$ cat src/rtl/lsu_if.sv
// lsu_if
// Bundles the request/response handshake between the CPU datapath and the
// load/store unit, and the word-wide data-memory bus the unit drives.
//   slave  : view of the load/store unit (takes requests, drives memory)
//   master : view of the environment (issues requests, serves memory reads)
// Signals:
//   req_valid/req_ready       request handshake, accepted when both high at posedge
//   req_write                 1 = store, 0 = load
//   req_size                  00 byte, 01 half, 10 word, 11 illegal
//   req_unsigned              zero-extend loads when 1
//   req_addr/req_wdata        byte address, right-aligned store data
//   resp_valid/rdata/err      one-cycle response pulse with result and error flag
//   mem_addr/wdata/write/read word-aligned memory bus driven by the unit
//   mem_rdata                 read word, valid combinationally while mem_read is high
interface lsu_if;
    logic        req_valid;
    logic        req_ready;
    logic        req_write;
    logic [1:0]  req_size;
    logic        req_unsigned;
    logic [31:0] req_addr;
    logic [31:0] req_wdata;
    logic        resp_valid;
    logic [31:0] resp_rdata;
    logic        resp_err;
    logic [31:0] mem_addr;
    logic [31:0] mem_wdata;
    logic        mem_write;
    logic        mem_read;
    logic [31:0] mem_rdata;

    modport slave (
        input  req_valid, req_write, req_size, req_unsigned, req_addr, req_wdata,
        input  mem_rdata,
        output req_ready, resp_valid, resp_rdata, resp_err,
        output mem_addr, mem_wdata, mem_write, mem_read
    );

    modport master (
        output req_valid, req_write, req_size, req_unsigned, req_addr, req_wdata,
        output mem_rdata,
        input  req_ready, resp_valid, resp_rdata, resp_err,
        input  mem_addr, mem_wdata, mem_write, mem_read
    );
endinterface

$ cat src/rtl/load_store_unit.sv
// load_store_unit
// Initiator side of a word-wide, big-endian data memory (byte at offset 0
// lives in [31:24]). Takes one load/store at a time, performs byte/half loads
// with sign or zero extension, and implements sub-word stores as a
// read-modify-write of the containing word. One response per request.
// Parameter:
//   RD_WAIT     extra cycles mem_read is held before mem_rdata is sampled (0..15)
// Optional feature macro:
//   LSU_ERR_EN  when defined, misaligned or size-11 requests skip memory and
//               respond with resp_err=1; when undefined the offending low
//               address bits are cleared and size 11 behaves as a word.
// Ports:
//   clk    in   single clock, all state on posedge
//   rst_n  in   asynchronous active-low reset
//   bus    lsu_if.slave  request/response handshake and memory bus
// All outputs are registered; the FSM computes next-state values in
// always_comb and commits them in a single always_ff.
module load_store_unit #(
    parameter int unsigned RD_WAIT = 0
) (
    input  logic  clk,
    input  logic  rst_n,
    lsu_if.slave  bus
);
    typedef enum logic [1:0] {IDLE, READ, WRITE, RESP} state_t;

    localparam logic [3:0] RD_LAST = 4'(RD_WAIT);
    localparam logic [1:0] SZ_BYTE = 2'b00;
    localparam logic [1:0] SZ_HALF = 2'b01;
    localparam logic [1:0] SZ_WORD = 2'b10;

    state_t      state_q, state_d;
    logic [3:0]  cnt_q, cnt_d;
    logic        write_q, write_d;
    logic [1:0]  size_q, size_d;
    logic        uns_q, uns_d;
    logic [31:0] addr_q, addr_d;
    logic [15:0] wdata_q, wdata_d;

    logic        req_ready_q, req_ready_d;
    logic        resp_valid_q, resp_valid_d;
    logic [31:0] resp_rdata_q, resp_rdata_d;
    logic        resp_err_q, resp_err_d;
    logic [31:0] mem_addr_q, mem_addr_d;
    logic [31:0] mem_wdata_q, mem_wdata_d;
    logic        mem_write_q, mem_write_d;
    logic        mem_read_q, mem_read_d;

    logic [1:0]  eff_size;
    logic [31:0] eff_addr;
    logic        bad;

    // Pick the addressed lane out of a big-endian word and extend it.
    // Byte offset k sits 8*(3-k) bits up; half offset 0/2 sits 16/0 bits up.
    function automatic logic [31:0] lane_extract(input logic [31:0] word,
                                                 input logic [1:0]  size,
                                                 input logic [1:0]  off,
                                                 input logic        uns);
        logic [7:0]  b;
        logic [15:0] h;
        b = 8'(word >> {~off, 3'b000});
        h = 16'(word >> {~off[1], 4'b0000});
        case (size)
            SZ_BYTE: lane_extract = uns ? {24'h0, b} : {{24{b[7]}}, b};
            SZ_HALF: lane_extract = uns ? {16'h0, h} : {{16{h[15]}}, h};
            default: lane_extract = word;
        endcase
    endfunction

    // Replace the addressed byte/half lane of a word with store data.
    function automatic logic [31:0] lane_merge(input logic [31:0] word,
                                               input logic [15:0] wd,
                                               input logic [1:0]  size,
                                               input logic [1:0]  off);
        logic [31:0] mask;
        logic [31:0] data;
        if (size == SZ_BYTE) begin
            mask = 32'h0000_00FF << {~off, 3'b000};
            data = {24'h0, wd[7:0]} << {~off, 3'b000};
        end else begin
            mask = 32'h0000_FFFF << {~off[1], 4'b0000};
            data = {16'h0, wd} << {~off[1], 4'b0000};
        end
        lane_merge = (word & ~mask) | data;
    endfunction

`ifdef LSU_ERR_EN
    // Offending requests are flagged and answered without touching memory.
    always_comb begin
        eff_size = bus.req_size;
        eff_addr = bus.req_addr;
        bad      = (bus.req_size == 2'b11) ||
                   (bus.req_size == SZ_HALF && bus.req_addr[0]) ||
                   (bus.req_size == SZ_WORD && bus.req_addr[1:0] != 2'b00);
    end
`else
    // Offending requests are coerced: size 11 is a word, misaligned low bits cleared.
    always_comb begin
        eff_size = (bus.req_size == 2'b11) ? SZ_WORD : bus.req_size;
        eff_addr = bus.req_addr;
        if (eff_size == SZ_HALF) begin
            eff_addr[0] = 1'b0;
        end else if (eff_size == SZ_WORD) begin
            eff_addr[1:0] = 2'b00;
        end
        bad = 1'b0;
    end
`endif

    always_comb begin
        state_d      = state_q;
        cnt_d        = cnt_q;
        write_d      = write_q;
        size_d       = size_q;
        uns_d        = uns_q;
        addr_d       = addr_q;
        wdata_d      = wdata_q;
        req_ready_d  = 1'b0;
        resp_valid_d = 1'b0;
        resp_rdata_d = resp_rdata_q;
        resp_err_d   = resp_err_q;
        mem_addr_d   = 32'h0;
        mem_wdata_d  = 32'h0;
        mem_write_d  = 1'b0;
        mem_read_d   = 1'b0;
        case (state_q)
            IDLE: begin
                req_ready_d = 1'b1;
                // req_ready_q gates acceptance so nothing is taken in the
                // first cycle after reset release.
                if (bus.req_valid && req_ready_q) begin
                    req_ready_d = 1'b0;
                    write_d     = bus.req_write;
                    size_d      = eff_size;
                    uns_d       = bus.req_unsigned;
                    addr_d      = eff_addr;
                    wdata_d     = bus.req_wdata[15:0];
                    cnt_d       = 4'h0;
                    if (bad) begin
                        state_d      = RESP;
                        resp_valid_d = 1'b1;
                        resp_rdata_d = 32'h0;
                        resp_err_d   = 1'b1;
                    end else if (bus.req_write && eff_size == SZ_WORD) begin
                        state_d     = WRITE;
                        mem_write_d = 1'b1;
                        mem_addr_d  = {eff_addr[31:2], 2'b00};
                        mem_wdata_d = bus.req_wdata;
                    end else begin
                        // Loads and sub-word stores both start with a read.
                        state_d    = READ;
                        mem_read_d = 1'b1;
                        mem_addr_d = {eff_addr[31:2], 2'b00};
                    end
                end
            end
            READ: begin
                if (cnt_q == RD_LAST) begin
                    if (write_q) begin
                        state_d     = WRITE;
                        mem_write_d = 1'b1;
                        mem_addr_d  = {addr_q[31:2], 2'b00};
                        mem_wdata_d = lane_merge(bus.mem_rdata, wdata_q, size_q, addr_q[1:0]);
                    end else begin
                        state_d      = RESP;
                        resp_valid_d = 1'b1;
                        resp_rdata_d = lane_extract(bus.mem_rdata, size_q, addr_q[1:0], uns_q);
                        resp_err_d   = 1'b0;
                    end
                end else begin
                    cnt_d      = cnt_q + 4'h1;
                    mem_read_d = 1'b1;
                    mem_addr_d = {addr_q[31:2], 2'b00};
                end
            end
            WRITE: begin
                state_d      = RESP;
                resp_valid_d = 1'b1;
                resp_rdata_d = 32'h0;
                resp_err_d   = 1'b0;
            end
            RESP: begin
                state_d     = IDLE;
                req_ready_d = 1'b1;
            end
            default: begin
                state_d = IDLE;
            end
        endcase
    end

    always_ff @(posedge clk or negedge rst_n) begin
        if (!rst_n) begin
            state_q      <= IDLE;
            cnt_q        <= 4'h0;
            write_q      <= 1'b0;
            size_q       <= 2'b00;
            uns_q        <= 1'b0;
            addr_q       <= 32'h0;
            wdata_q      <= 16'h0;
            req_ready_q  <= 1'b0;
            resp_valid_q <= 1'b0;
            resp_rdata_q <= 32'h0;
            resp_err_q   <= 1'b0;
            mem_addr_q   <= 32'h0;
            mem_wdata_q  <= 32'h0;
            mem_write_q  <= 1'b0;
            mem_read_q   <= 1'b0;
        end else begin
            state_q      <= state_d;
            cnt_q        <= cnt_d;
            write_q      <= write_d;
            size_q       <= size_d;
            uns_q        <= uns_d;
            addr_q       <= addr_d;
            wdata_q      <= wdata_d;
            req_ready_q  <= req_ready_d;
            resp_valid_q <= resp_valid_d;
            resp_rdata_q <= resp_rdata_d;
            resp_err_q   <= resp_err_d;
            mem_addr_q   <= mem_addr_d;
            mem_wdata_q  <= mem_wdata_d;
            mem_write_q  <= mem_write_d;
            mem_read_q   <= mem_read_d;
        end
    end

    assign bus.req_ready  = req_ready_q;
    assign bus.resp_valid = resp_valid_q;
    assign bus.resp_rdata = resp_rdata_q;
    assign bus.resp_err   = resp_err_q;
    assign bus.mem_addr   = mem_addr_q;
    assign bus.mem_wdata  = mem_wdata_q;
    assign bus.mem_write  = mem_write_q;
    assign bus.mem_read   = mem_read_q;
endmodule

$ cat src/flat_wrapper.sv
// flat-port wrapper written by rule: the top's interface ports become plain ports
module load_store_unit_flat 
#(
    parameter int unsigned RD_WAIT = 0
)
  (clk, rst_n, bus_req_valid, bus_req_write, bus_req_size, bus_req_unsigned, bus_req_addr, bus_req_wdata, bus_mem_rdata, bus_req_ready, bus_resp_valid, bus_resp_rdata, bus_resp_err, bus_mem_addr, bus_mem_wdata, bus_mem_write, bus_mem_read);
  lsu_if bus_i ();
  input  logic clk;
  input  logic rst_n;
  input wire logic [$bits(bus_i.req_valid)-1:0] bus_req_valid;
  input wire logic [$bits(bus_i.req_write)-1:0] bus_req_write;
  input wire logic [$bits(bus_i.req_size)-1:0] bus_req_size;
  input wire logic [$bits(bus_i.req_unsigned)-1:0] bus_req_unsigned;
  input wire logic [$bits(bus_i.req_addr)-1:0] bus_req_addr;
  input wire logic [$bits(bus_i.req_wdata)-1:0] bus_req_wdata;
  input wire logic [$bits(bus_i.mem_rdata)-1:0] bus_mem_rdata;
  output wire logic [$bits(bus_i.req_ready)-1:0] bus_req_ready;
  output wire logic [$bits(bus_i.resp_valid)-1:0] bus_resp_valid;
  output wire logic [$bits(bus_i.resp_rdata)-1:0] bus_resp_rdata;
  output wire logic [$bits(bus_i.resp_err)-1:0] bus_resp_err;
  output wire logic [$bits(bus_i.mem_addr)-1:0] bus_mem_addr;
  output wire logic [$bits(bus_i.mem_wdata)-1:0] bus_mem_wdata;
  output wire logic [$bits(bus_i.mem_write)-1:0] bus_mem_write;
  output wire logic [$bits(bus_i.mem_read)-1:0] bus_mem_read;
  assign bus_i.req_valid = bus_req_valid;
  assign bus_i.req_write = bus_req_write;
  assign bus_i.req_size = bus_req_size;
  assign bus_i.req_unsigned = bus_req_unsigned;
  assign bus_i.req_addr = bus_req_addr;
  assign bus_i.req_wdata = bus_req_wdata;
  assign bus_i.mem_rdata = bus_mem_rdata;
  assign bus_req_ready = bus_i.req_ready;
  assign bus_resp_valid = bus_i.resp_valid;
  assign bus_resp_rdata = bus_i.resp_rdata;
  assign bus_resp_err = bus_i.resp_err;
  assign bus_mem_addr = bus_i.mem_addr;
  assign bus_mem_wdata = bus_i.mem_wdata;
  assign bus_mem_write = bus_i.mem_write;
  assign bus_mem_read = bus_i.mem_read;
  load_store_unit #(.RD_WAIT(RD_WAIT)) u_core (.clk(clk), .rst_n(rst_n), .bus(bus_i));
endmodule
$ cat config.mk
export PLATFORM = sky130hd
export DESIGN_NAME = load_store_unit_flat
export DESIGN_NICKNAME = d
export VERILOG_FILES = /design/src/rtl/lsu_if.sv /design/src/rtl/load_store_unit.sv /design/src/flat_wrapper.sv
export SDC_FILE = /design/constraint.sdc
export NUM_CORES = 1
export LEC_CHECK = 0
export ABC_AREA = 1
export BUFFER_PORTS_ARGS = -buffer_cell sky130_fd_sc_hd__clkbuf_2
export CORE_ASPECT_RATIO = 0.9
export CORE_MARGIN = 2
export CORE_UTILIZATION = 47
export CTS_CLUSTER_SIZE = 20
export DETAILED_ROUTE_END_ITERATION = 10
export PLACE_DENSITY_LB_ADDON = 0.05
export SLEW_MARGIN = 40
export SYNTH_ARGS = -nofsm -noshare
export SYNTH_HDL_FRONTEND = slang
export SYNTH_SLANG_ARGS = --single-unit
export TNS_END_PERCENT = 100
$ cat constraint.sdc
create_clock -name clk -period 1.68 [get_ports clk]
set_clock_uncertainty 0.05 [all_clocks]
set_input_delay 0.084 -clock clk [delete_from_list [all_inputs] [get_ports clk]]
set_output_delay 0.084 -clock clk [all_outputs]
set_load 0.005 [all_outputs]
==> metrics.cfg, run 1 <==
[routing]
firstDrtPassIters = 6
drc_errors = 0
viasPerCell = 4.94
dr.first_iter.drc_count = 681
vias = 6850
ant_nets = 0
wl_per_cell_um = 15.0
wl_um = 20900

[yosys]
ys_ff_latch = 156
seq_area_frac_synth_pct = 55.1
synth.distinct_cells = 25
synth_area_sq_um = 7090
netlist_top_cells_count = nand2_1, dfrtp_1, o21ai_0
synth_top_area_share_pct = 55.1
postSynthCellCount = 880
synth.avg_cell_area_sq_um = 8.05
synth_ff_type = dfrtp_1
postSynth.asyncResetShare_pct = 100
yosys.area.top_type = dfrtp_1
synth_most_common_cell = nand2_1
synth-edff-count = 0
yosysWarnings = 0
synth_area_leaders = dfrtp_1, nand2_1, o21ai_0, inv_1, a21oi_1

[power]
power_frac_clock_pct = 23.9
pwr-share-seq_pct = 36.1
p_leak_nw = 5.54
worst_ir_drop_vdd_v = 0.000903
power.switching_w = 0.00632
powerDensity_nw_per_um2 = 1650
combPwrFrac_pct = 40.0
intPower_w = 0.0102
swShare_pct = 38.3

[sta]
finalSetupViolCount = 0
final_hold_viol_count = 0
clock.fmax_mhz = 621
slew_headroom_pct = 64.5
rsz0062_at_grt = true
fin_crit_sh_pct = 95.9
finalMaxSlewViolations = 0
worst_pin_slew_ns = 0.531
hold_slack_ns = 0.0216
finalCriticalPeriod_ns = 1.61

[global_routing]
grt_pass1_wl_um = 33000
grt_max_degree = 55
antenna_found_initial = 0
grtUsageTotal_pct = 26.6
grt_overflow = 0
grt_pass1_vias = 6461

[flow_run]
maxCapViolCount = 0

[worst_setup_path]
crit_chain = inv_1 > ha_1 > nand3_2 > inv_2 > nand2_2 > nor2_4 > buf_12 > clkbuf_16 > o211ai_1 > nand2_1
crit_path_end = u_core.bus.mem_wdata[7]$_DFF_PN0_
r2r_slack_ns = 0.07
crit_path_max_fanout = 8
crit_slowest_cell = dfrtp_1
crit_arrival_ns = 1.93
cp-startpoint = u_core.cnt_q[1]$_DFFE_PN0P_
criticalPathCategory = reg2reg
end_kind = register
required_ns = 2.00
r2r_cells = 10
slowest_delay_ns = 0.38
start_kind = register
r2r-end = u_core.bus.mem_wdata[7]$_DFF_PN0_
r2r-start = u_core.cnt_q[1]$_DFFE_PN0P_

[clocking]
clk_path_buf_depth = 2
cts-root-buf = clkbuf_16
cts_sinks = 156
clk_pin_slew_worst_paths_ns = 0.06
worst_skew_pair.late_latency_ns = 0.43
cts_tree = built
cts_buffers = 17
h-tree-depth = 4

[cells_and_area]
utilization_pct = 68.0
layout-drive-gt1-share_pct = 24.9
final_cells = 1387
fin_nets = 1285
area_delta_synth_final_pct = 41.2
n_antenna_cell = 0

[placed_design]
hpwl_um = 14500
dp_cells = 1273
io_buffer_count = 200
gp_congestion = 0.942

[die]
die_h_um = 120
dieWidth_um = 133
coreArea_sq_um = 14700
fp-row-count = 42
die_area_sq_um = 16100
num_io_pins = 204
start_util_pct = 48.2

[outcome]
outcome = finished, final reports clean

[min_path]
hold_path_class = in2reg

-- registers in the layout (all words and copies together) (netlist names) --
name and count:
u_core.addr_q 32, u_core.bus.mem_wdata 32, u_core.bus.resp_rdata 32, u_core.bus.mem_addr 30, u_core.wdata_q 16, u_core.cnt_q 4
u_core.size_q 2, u_core.state_q 2, u_core.bus.mem_read 1, u_core.bus.mem_write 1, u_core.bus.req_ready 1, u_core.bus.resp_valid 1
u_core.uns_q 1, u_core.write_q 1
-- metrics by stage --
| step | setup TNS, ns | power (W) | cell area, sq um | setup WS (ns) |
|---|---|---|---|---|
| finish | 0 | 0.0165 | 10000 | 0.0685 |
| global route | -0.166 | 0.0177 | 10000 | -0.0313 |
| CTS | 0 | 0.0162 | 9880 | 0.0566 |
| detailed placement | 0 | 0.0121 | 8500 | 0.0535 |
| global placement | 0 | 0.0120 | 8500 | 0.105 |
| floorplan | 0 | 0.00959 | 7090 | 0.0735 |
-- power groups by stage --
stage / Combinational (W) / Sequential, W / Clock, W
after floorplan: 0.00364 / 0.00595 / 0
after global placement: 0.00605 / 0.00596 / 0
after detailed placement: 0.00614 / 0.00596 / 0
after global routing: 0.00745 / 0.00609 / 0.00417
final: 0.00660 / 0.00595 / 0.00395
after CTS: 0.00630 / 0.00592 / 0.00399
-- critical path: cells and delay by family, from the launching register on --
kind / cells / cell delay (ns)
buffers and inverters: 4 / 0.43
AND/OR/NAND/NOR: 4 / 0.41
flip-flops: 1 / 0.38
adder cells (fa/ha/maj): 1 / 0.15
AO/OA/AOI/OAI: 1 / 0.10
-- logic make-up (layout without fill, tap and decap cells) --
logic type,Yosys count,count (layout),share of synthesized area [%]
AND/OR/NAND/NOR,420,420,23.5
AO/OA/AOI/OAI,164,164,12.4
flip-flops,156,156,55.1
buffers and inverters,132,439,7.77
adder cells (fa/ha/maj),6,6,1.06
other,1,3,0.0529
XOR/XNOR,1,1,0.124
-- routing by layer --
metal  vias up  GRT usage, %  part of all wire (%)
li1       3353             -                     -
met1      3190          37.7                    45
met2       273          40.9                    46
met3        34          5.83                   7.3
met4         0          8.51                   1.9
met5         -             0                     0
-- how the worst min path moves through the flow --
| stage | slack (ns) | startpoint | cells after the start | end |
|---|---|---|---|---|
| after CTS | 0.004 | bus_mem_rdata[24] | 5 | u_core.bus.resp_rdata[24]$_DFFE_PN0P_ |
| after global routing | 0.02 | bus_mem_rdata[24] | 5 | u_core.bus.resp_rdata[24]$_DFFE_PN0P_ |
| final | 0.02 | bus_mem_rdata[24] | 5 | u_core.bus.resp_rdata[24]$_DFFE_PN0P_ |
| after global placement | -0.005 | rst_n | 1 | u_core.bus.mem_addr[22]$_DFF_PN0_ |
| after detailed placement | -0.009 | rst_n | 1 | u_core.bus.mem_addr[22]$_DFF_PN0_ |
| after floorplan | -0.26 | rst_n | 0 | u_core.addr_q[0]$_DFFE_PN0P_ |
-- cell type report --
cell class / instances / area [sq um]
fillers: 1255 / 4710
flip-flops and latches: 156 / 3900
multi-input cells: 594 / 2680
repair buffers: 313 / 2220
clock buffers: 22 / 474
inverters: 94 / 353
well taps: 198 / 248
clock inverters: 10 / 126
-- repair_timing --
| action | CTS | global route |
|---|---|---|
| buffers inserted | 0 | 2 |
| gates resized for setup | 0 | 19 |
| endpoints found under the hold margin | 276 | 0 |
| hold buffers | 77 | 0 |
| endpoints found under the setup margin | 0 | 119 |
-- cell usage in the layout, fill, tap and decap left out, types with 2 or more instances in the layout --
cell and count:
inv_6 5, o31ai_1 2, ha_2 2, clkbuf_2 199
nand3_2 3, a21oi_1 28, clkbuf_8 3, nor2_4 3
o21ai_1 3, nand2_4 4, o211ai_1 18, inv_1 84
conb_1 3, bufinv_16 2, ha_1 4, clkinvlp_4 3
buf_12 10, o22ai_1 8, clkbuf_16 19, buf_6 5
nand3_1 21, nand2_1 348, dlygate4sd3_1 77, nand2_2 9
inv_2 9, dfrtp_1 156, o21ai_0 105, nor2_1 31
clkbuf_1 2, buf_4 20
No activity file was read; power rests on OpenSTA's default activity.
==> run 2: changes to the inputs <==
Settings changed: PLACE_DENSITY from default to 0.76, PLACE_DENSITY_LB_ADDON 0.05 to default.
==> run 2 against run 1 <==
  * Combinational power increased by 3%
  * Core utilization decreased by 0.18 points
  * Power about the same
  * Register-to-register slack got worse by 0.02 ns
==> metrics.cfg, run 2 (synthesis results as in run 1) <==
[outcome]
outcome = finished, final reports clean

[global_routing]
grt_pass1_wl_um = 33500
grt_max_degree = 63
antenna_found_initial = 0
grtUsageTotal_pct = 27.0
grt_pass1_vias = 6596
grt_overflow = 0

[cells_and_area]
layout-drive-gt1-share_pct = 24.9
area_delta_synth_final_pct = 40.9
n_antenna_cell = 0
fin_nets = 1279
final_area_sq_um = 9980
final_common_cell = nand2_1
final_cell_mix = nand2_1, clkbuf_2, dfrtp_1

[power]
powerDensity_nw_per_um2 = 1650
worst_ir_drop_vdd_v = 0.000965
intPower_w = 0.0101
combPwrFrac_pct = 41.0
p_leak_nw = 5.51
power.switching_w = 0.00641
pwr-share-seq_pct = 36.5
power_frac_clock_pct = 22.5
swShare_pct = 38.9

[die]
die_h_um = 120
coreArea_sq_um = 14700
fp-row-count = 42
start_util_pct = 48.2
dieWidth_um = 133
die_area_sq_um = 16100
num_io_pins = 204

[min_path]
hold_path_class = in2reg
holdPathStages = 5
min_to = u_core.bus.resp_rdata[12]$_DFFE_PN0P_
min_from = bus_mem_rdata[12]

[clocking]
cts_tree = built
h-tree-depth = 4
clk_path_buf_depth = 2
clk_pin_slew_worst_paths_ns = 0.06
cts-root-buf = clkbuf_16
cts_buffers = 17
cts_sinks = 156
worst_skew_pair.late_latency_ns = 0.43

[sta]
final_hold_viol_count = 0
finalMaxSlewViolations = 0
finalSetupViolCount = 0
hold_slack_ns = 0.00506
rsz0062_at_grt = true
finalCriticalPeriod_ns = 1.64
clock.fmax_mhz = 611
fin_crit_sh_pct = 97.4

[placed_design]
io_buffer_count = 200
placed_cell_area_sq_um = 8450
hpwl_um = 14400
gp_congestion = 0.953

[routing]
viasPerCell = 5.08
wl_um = 22000
drc_errors = 0
met1_length_um = 9150
highest_layer = met4
ant_nets = 0
wl_met3_um = 1990
vias = 6998
firstDrtPassIters = 7
dr.first_iter.drc_count = 847
wl_met2_um = 10200
wl_per_cell_um = 15.9

[worst_setup_path]
required_ns = 2.00
criticalPathCategory = reg2reg
crit_path_max_fanout = 16
r2r-start = u_core.cnt_q[1]$_DFFE_PN0P_
r2r_cells = 10
end_kind = register
r2r-end = u_core.bus.mem_wdata[16]$_DFF_PN0_
r2r_slack_ns = 0.04
crit_arrival_ns = 1.95
start_kind = register

[flow_run]
maxCapViolCount = 0

-- run 2: cell count changes in the layout (fill, tap and decap cells not counted), sizes merged --
cell         previous run  this run
dlygate4sd3            77        74
clkbuf                223       221
inv                    98        94
clkinvlp                3         4
buf                    35        30
clkinv                  1         5
-- run 2: worst max path at each step --
stage	start	end	slack [ns]
global placement	u_core.state_q[1]$_DFFE_PN0P_	u_core.bus.mem_wdata[28]$_DFF_PN0_	0.07
floorplan	u_core.state_q[1]$_DFFE_PN0P_	u_core.bus.resp_rdata[7]$_DFFE_PN0P_	0.07
CTS	u_core.state_q[1]$_DFFE_PN0P_	u_core.addr_q[15]$_DFFE_PN0P_	0.006
finish	u_core.cnt_q[1]$_DFFE_PN0P_	u_core.bus.mem_wdata[16]$_DFF_PN0_	0.04
detailed placement	u_core.state_q[1]$_DFFE_PN0P_	u_core.bus.resp_rdata[2]$_DFFE_PN0P_	0.002
global route	u_core.state_q[0]$_DFFE_PN0P_	u_core.bus.mem_wdata[19]$_DFF_PN0_	-0.02
-- run 2: metrics by stage --
step | power (W) | utilization (%) | std cells | TNS (ns) | setup WS, ns
after detailed placement | 0.0121 | 57.4 | 1266 | 0 | 0.00245
after floorplan | 0.00959 | - | 882 | 0 | 0.0735
final | 0.0165 | 67.8 | 1378 | 0 | 0.0442
after global placement | 0.0119 | 57.4 | 1266 | 0 | 0.0739
after global routing | 0.0177 | 67.8 | 1378 | -0.182 | -0.0240
after CTS | 0.0160 | 66.3 | 1369 | 0 | 0.00557
-- run 2: layout make-up --
cell class,count,area [sq um]
clock buffer,19,443
clock inverter,10,118
fill,1148,4730
inverter,94,363
multi-input combinational,594,2720
sequential,156,3910
tap,198,248
timing repair buffer,306,2180
timing repair inverter,1,5.00
-- run 2: what timing repair did --
item / CTS / global route
hold buffers: 74 / 0
pin swaps: 0 / 2
setup endpoints to repair: 3 / 147
buffers inserted: 0 / 5
cloned: 0 / 4
endpoints found under the hold margin: 274 / 0
gates resized for setup: 1 / 26
-- run 2: per-layer routing --
layer	vias to the layer above	track usage [%]
li1	3335	-
met1	3228	37.5
met2	376	41.9
met3	59	5.62
met4	0	10.4
met5	-	0
-- run 2: power by group through the flow --
| stage | Combinational (W) | Sequential [W] | Clock, W |
|---|---|---|---|
| 2_1_floorplan | 0.00364 | 0.00595 | 0 |
| 3_3_place_gp | 0.00596 | 0.00596 | 0 |
| 3_5_place_dp | 0.00609 | 0.00598 | 0 |
| 4_1_cts | 0.00628 | 0.00594 | 0.00375 |
| 5_1_grt | 0.00755 | 0.00614 | 0.00396 |
| 6_report | 0.00677 | 0.00601 | 0.00372 |
-- run 2: worst max-delay path, cell delays in order, from the launching register on --
cell       delay [ns]
dfrtp_1          0.38
inv_1            0.06
ha_1             0.16
nand3_2          0.10
inv_2            0.11
nand2_4          0.07
nor2_4           0.17
buf_12           0.13
clkbuf_16        0.16
o211ai_1         0.10
nand2_1          0.07
